[src/rtl/mdr_pkg.sv]
// Shared types and default constants for the memory data register port.
// Latency: n/a (types and constants only).
// Backpressure: n/a.
package mdr_pkg;

  localparam int MDR_WIDTH   = 32;
  localparam int MDR_TIMEOUT = 15;

  typedef enum logic [1:0] {
    IDLE    = 2'd0,
    RD_WAIT = 2'd1,
    WR_WAIT = 2'd2
  } mdr_state_t;

endpackage

[src/rtl/mdr_timeout_ctr.sv]
// Wait-cycle counter: clears outside a transfer, counts unacked wait cycles, flags expiry.
// Latency: expire is combinational on the cycle the count would reach TIMEOUT.
// Backpressure: none; the owner decides whether an ack in the same cycle overrides expiry.
module mdr_timeout_ctr
  import mdr_pkg::*;
#(
  parameter int TIMEOUT = MDR_TIMEOUT
) (
  input  logic clk,
  input  logic reset,
  input  logic clr,
  input  logic inc,
  output logic expire
);

  // The count only ever holds 0..TIMEOUT-1; the increment that would land on
  // TIMEOUT is reported as expiry instead of being stored.
  localparam int CW = (TIMEOUT < 2) ? 1 : $clog2(TIMEOUT);

  logic [CW-1:0] cnt;

  assign expire = inc && (cnt == CW'(TIMEOUT - 1));

  // Clear on idle or expiry, otherwise step once per unacked wait cycle.
  always_ff @(posedge clk or negedge reset) begin
    if (!reset) begin
      cnt <= '0;
    end else if (clr || expire) begin
      cnt <= '0;
    end else if (inc) begin
      cnt <= cnt + CW'(1);
    end
  end

endmodule

[src/rtl/mdr_mem_port.sv]
// Memory data register: loads from the datapath bus or runs a req/ack memory read/write.
// Latency: bus load 1 cycle; memory transfer N+1 .. ack edge, done the cycle after the ack.
// Backpressure: commands are dropped while busy; optional abort when MDR_TIMEOUT_EN is defined.
module mdr_mem_port
  import mdr_pkg::*;
#(
  parameter int WIDTH   = MDR_WIDTH,
  parameter int TIMEOUT = MDR_TIMEOUT
) (
  input  logic             clk,
  input  logic             reset,
  input  logic [WIDTH-1:0] bus_in,
  input  logic             mdr_in,
  input  logic             read,
  input  logic             write,
  input  logic [WIDTH-1:0] mem_data_in,
  input  logic             mem_ack,
  output logic             mem_rd_req,
  output logic             mem_wr_req,
  output logic [WIDTH-1:0] mem_data_out,
  output logic [WIDTH-1:0] q,
  output logic             busy,
  output logic             done,
  output logic             err
);

  mdr_state_t state;
  logic       in_wait;
  logic       expire;

  assign in_wait      = (state == RD_WAIT) || (state == WR_WAIT);
  assign mem_data_out = q;

`ifdef MDR_TIMEOUT_EN
  mdr_timeout_ctr #(
    .TIMEOUT(TIMEOUT)
  ) u_timeout (
    .clk   (clk),
    .reset (reset),
    .clr   (!in_wait),
    .inc   (in_wait && !mem_ack),
    .expire(expire)
  );
`else
  // Without the timeout feature a transfer waits for its ack forever.
  logic unused_timeout_cfg;
  assign unused_timeout_cfg = ^TIMEOUT;
  assign expire             = 1'b0;
`endif

  // Control FSM with all outputs registered; an ack always beats expiry.
  always_ff @(posedge clk or negedge reset) begin
    if (!reset) begin
      state      <= IDLE;
      q          <= '0;
      mem_rd_req <= 1'b0;
      mem_wr_req <= 1'b0;
      busy       <= 1'b0;
      done       <= 1'b0;
      err        <= 1'b0;
    end else begin
      done <= 1'b0;
      err  <= 1'b0;
      case (state)
        IDLE: begin
          // read > write > bus load; lower-priority requests are dropped.
          if (read) begin
            state      <= RD_WAIT;
            mem_rd_req <= 1'b1;
            busy       <= 1'b1;
          end else if (write) begin
            state      <= WR_WAIT;
            mem_wr_req <= 1'b1;
            busy       <= 1'b1;
          end else if (mdr_in) begin
            q <= bus_in;
          end
        end
        RD_WAIT: begin
          if (mem_ack) begin
            q          <= mem_data_in;
            mem_rd_req <= 1'b0;
            busy       <= 1'b0;
            done       <= 1'b1;
            state      <= IDLE;
          end else if (expire) begin
            mem_rd_req <= 1'b0;
            busy       <= 1'b0;
            err        <= 1'b1;
            state      <= IDLE;
          end
        end
        WR_WAIT: begin
          if (mem_ack) begin
            mem_wr_req <= 1'b0;
            busy       <= 1'b0;
            done       <= 1'b1;
            state      <= IDLE;
          end else if (expire) begin
            mem_wr_req <= 1'b0;
            busy       <= 1'b0;
            err        <= 1'b1;
            state      <= IDLE;
          end
        end
        default: begin
          state      <= IDLE;
          mem_rd_req <= 1'b0;
          mem_wr_req <= 1'b0;
          busy       <= 1'b0;
        end
      endcase
    end
  end

endmodule

[config.mk]
export PLATFORM = sky130hd
export DESIGN_NAME = mdr_mem_port
export DESIGN_NICKNAME = d
export VERILOG_FILES = /design/src/rtl/mdr_pkg.sv /design/src/rtl/mdr_timeout_ctr.sv /design/src/rtl/mdr_mem_port.sv
export SDC_FILE = /design/constraint.sdc
export NUM_CORES = 1
export LEC_CHECK = 0
export BUFFER_PORTS_ARGS = -buffer_cell sky130_fd_sc_hd__buf_2
export CORE_ASPECT_RATIO = 0.7
export CORE_MARGIN = 1.5
export CORE_UTILIZATION = 43
export CTS_CLUSTER_DIAMETER = 80
export DETAILED_ROUTE_END_ITERATION = 8
export PLACE_DENSITY = 0.86
export SYNTH_ARGS = -nofsm -noshare
export SYNTH_HDL_FRONTEND = slang
export SYNTH_SLANG_ARGS = --single-unit
[constraint.sdc]
create_clock -name clk -period 2.55 [get_ports clk]
set_input_delay 0.51 -clock clk [delete_from_list [all_inputs] [get_ports clk]]
set_output_delay 0.51 -clock clk [all_outputs]
set_load 0.02 [all_outputs]
Word-level counts from Yosys, hierarchy flattened
Cells that the tools add are included.
{ "word_totals": {"reg_bits": 38, "in_bits": 70, "word_cells": 45} }
{ "classes": {"eq_ne": 11, "mux": 19, "bitwise": 2, "reduce_logical": 7} }
{ "op_table": {"columns": ["operator", "n"], "rows": [
  ["2-to-1 mux 32 bit", 4],
  ["case mux 32 bit (2 select lines)", 1],
  ["inequality test 2 bit, second input constant", 7],
  ["2-to-1 mux 1 bit", 7],
  ["2-to-1 mux 2 bit", 3],
  ["case mux 1 bit (3 select lines)", 2],
  ["AND reduction 5 bit", 1],
  ["case mux 2 bit (2 select lines)", 1],
  ["AND reduction 4 bit", 1],
  ["inequality test 3 bit, second input constant", 1],
  ["AND reduction 3 bit", 1],
  ["equality test 2 x 1 -> 1 bit, second input constant", 1],
  ["equality test 2 bit, second input constant", 1],
  ["zero test 2 bit", 1],
  ["inequality test 2 x 1 -> 1 bit, second input constant", 1],
  ["inverter 1 bit", 2],
  ["case mux 1 bit (2 select lines)", 1],
  ["AND reduction 2 bit", 1],
  ["nonzero test 2 bit", 1],
  ["OR reduction 2 bit", 1]
]} }

Depth between registers and ports, before layout
{ "logic_depth": {"ltp_word": 4, "ltp_mapped": 6} }

Worst setup path before layout
Ideal clock, no wire load.
{ "synth_path": {"path_type": "register to register", "from": "register state[1]", "to": "register q[12], in the netlist mem_data_out[12]", "setup_time_ps": 127, "arrival_ps": 1778, "required_ps": 2423, "path_slack_ps": 645, "stages_incl_launch_ff": 7, "path_buffers": 2, "synth_period_minus_slack_ps": 1905, "path_cell_list": "dfrtp_1 inv_1 ha_1 clkbuf_1 clkbuf_1 mux2_2 mux2_1"} }
{ "synth_via": {"elab_chain_cells": 3} }
{ "synth_lines": {"columns": ["item", "line", "rtl"], "rows": [
  ["start, declared", "mdr_mem_port.sv:27", "mdr_state_t state;"],
  ["start signal, assigned", "mdr_mem_port.sv:54", "state <= IDLE;"],
  ["start signal, assigned", "mdr_mem_port.sv:68", "state <= RD_WAIT;"],
  ["start signal, assigned", "mdr_mem_port.sv:72", "state <= WR_WAIT;"],
  ["equality test 2 x 1 -> 1 bit or zero test 2 bit (tied branches)", "mdr_mem_port.sv:64", "case (state)"],
  ["inequality test 2 bit (no line) or nonzero test 2 bit (tied branches)", null, null],
  ["AND reduction 5 bit (no line)", null, null],
  ["end signal, assigned", "mdr_mem_port.sv:76", "q <= bus_in;"],
  ["end signal, assigned", "mdr_mem_port.sv:81", "q <= mem_data_in;"],
  ["end, declared", "mdr_mem_port.sv:21", "output logic [WIDTH-1:0] q,"]
]} }
Several ways; a longest one is shown, not always the timed one.
A chain may end at the register's enable or synchronous reset.

Worst setup path after layout
{ "layout_path": {"from": "register state[1]", "to": "register q[15], in the netlist mem_data_out[15]"} }
The elaborated chain is that of the path after synthesis.

==> flow_summary.toml <==
[worst_setup_path]
crit_path_start_kind = "flop"
rr_worst_depth = 6
worstPathArrival_ns = 2.22
path_max_fanout = 17
end_kind = "flop"
r2r_slack_ns = 0.49
worstReg2RegEnd = "mem_data_out[15]"
critical_path_class = "flop to flop"
cp-endpoint = "mem_data_out[15]"
cp.required_ns = 2.71
cp-startpoint = "state[1]"
r2r-start = "state[1]"

[finish]
final_common_cell = "buf_2"
design_area_um2 = 2880
layout-drive-gt1-share_pct = 76.2
multi_input_area_um2 = 985
syn2layout_area_growth_pct = 28.0
final_util_pct = 58.5
layout_common_cells = "buf_2 (137), mux2_2 (54), dfrtp_1 (38)"
diodes = 0
fin_nets = 355
seq_area_um2 = 951
fillers = 419

[synthesis]
synthAdderAreaFrac_pct = 2.78
muxShareOfSynthArea_pct = 34.2
syn-num-nets = 247
ys_seq_elements = 38
yosysWarnings = 0
syn_area_um2 = 2250
synth_cells = 172
synth_xor_area_share_pct = 0
async_reset_ff_share_pct = 100
syn_area_per_cell_um2 = 13.1
synth-compound-area-share_pct = 3.84
ys_seq_area_share_pct = 42.3
synth_ff_type = "dfrtp_1"
synth_edf_count = 0
synth_cell_type_count = 25
yosys-top-cells-area = "dfrtp_1 (42%), mux2_2 (27%), buf_4 (11%), mux2_4 (6.7%), ha_1 (2.8%)"
synth_top_area_cell = "dfrtp_1"
synth_top_area_share_pct = 42.3
yosys.area_share.simple_pct = 2.78
synth_top_family_by_area = "multiplexers"

[routing]
wl_met2_um = 2320
wl_met3_um = 424
firstDrtPassIters = 4
top_layer = "met4"
routedWlPerCell_um = 13.4
drt_iter0_markers = 36
viasPerCell = 4.75
wl_met1_um = 1920
num_vias = 1663
routed_wl_um = 4690
final_antenna_net_count = 0
route.detailed.drc = 0

[placed_design]
port_buffers = 137
dpl_cell_area_um2 = 2770
post-place-ws_ns = 0.501
routabilityCongestion = 0.763
detailed_place_hpwl_um = 3720

[clocking]
clock-sinks = 38
cts_hold_buf = 0
cts_setup_buffers = 0
path_clk_slew_ns = 0.08
cts_made_buffers = 5
cts_root_buf = "clkbuf_8"
post_cts_resized = 0
clk_latency_ns = 0.28
clk_path_buf_depth = 2
cts_tree = "yes"
htreeDepth = 2

[floorplan]
start_util_pct = 45.7
die_h_um = 63.5
num_rows = 21
ioPinCount = 139
coreArea_um2 = 4910
die_w_um = 89.4
die-area_um2 = 5680

[timing]
hold_violations = 0
setup_slack_ns = 0.491
slew_viol_final = 0
finalSetupTns_ns = 0
period_needed_ns = 2.06
setup_violations = 0
fin_skew_ns = 0.00809
finalCritPeriodShare_pct = 80.7
grt_setup_unrepaired = "no"
slew-limit-headroom_pct = 44.3
max_freq_ghz = 0.486
tightest_slew_ns = 0.836

[global_route]
grt_pass1_wl_um = 7430
antenna_found_initial = 0
track_usage_pct = 17.3
overflow = 0
grt_max_degree = 39
grt_pass1_vias = 1626

[pwr]
powerDensity_nw_per_um2 = 1420
ir_worst_vdd_v = 0.000694
leakagePower_uw = 0.00145

[flow_run]
drv_cap = 0

[min_path]
hold_path_class = "input pin to async pin"

[outcome]
status = "finished clean"
[flip-flops by register name (all words and copies together) (netlist names)]
register	flops
busy	1
done	1
mem_data_out	32
mem_rd_req	1
mem_wr_req	1
state	2
[cells in the mapped netlist, types with 2 or more instances]
cell type  count
buf_6          3
nor2b_1        2
buf_4         33
mux2_2        54
dfrtp_1       38
inv_1          4
clkbuf_1       4
mux2_4        10
nand2b_1       4
ha_1           5
[cell families (layout without fill, tap and decap cells)]
group / after synthesis / in the layout
AOI/OAI and AO/OA: 9 / 9
adders and majority gates: 5 / 5
buffers and inverters: 44 / 153
DFF: 38 / 38
muxes: 65 / 65
other: 1 / 1
and+or+nand+nor: 10 / 10
[metal layers]
layer | GRT usage (%) | vias to the layer above
li1 | - | 776
met1 | 20.4 | 795
met2 | 30.9 | 87
met3 | 4.46 | 5
met4 | 4.04 | 0
met5 | 0 | -
[power breakdown]
group	leakage (uW)	internal (uW)	total (uW)	switching [uW]
Combinational	0.000941	1100	2460	1350
Sequential	0.000447	920	1140	224
Clock	0.0000575	273	471	198
[worst max-delay path, cell delays in order (launching register included)]
cell and delay, ns:
dfrtp_1 0.40, inv_1 0.11, ha_1 0.26, nand2b_1 0.20
a221oi_4 0.27, buf_4 0.33, mux2_2 0.37
[how the worst min path moves through the flow]
stage,to,slack [ns],depth (start not counted),startpoint
final,busy,0.32,1,reset
after global routing,mem_rd_req,0.39,1,reset
after CTS,state[1],0.35,1,reset
after detailed placement,busy,0.49,1,busy
after global placement,mem_data_out[12],0.49,1,mem_data_out[12]
after floorplan,busy,0.21,0,reset
[per-stage QoR]
| step | cells | total power [uW] | hold slack [ns] |
|---|---|---|---|
| finish | 350 | 4070 | 0.324 |
| detailed placement | 342 | 3640 | 0.490 |
| global route | 350 | 4350 | 0.391 |
| CTS | 350 | 4120 | 0.350 |
| floorplan | 172 | 3200 | 0.214 |
| global placement | 342 | 3570 | 0.489 |
[layout make-up]
type                            count  area share, %
Tap cell                           69           3.00
Sequential cell                    38           33.1
Timing Repair Buffer              141           25.3
Multi-Input combinational cell     90           34.2
Clock buffer                        8           3.83
Inverter                            4          0.522
(Power assumes the default switching activity.)
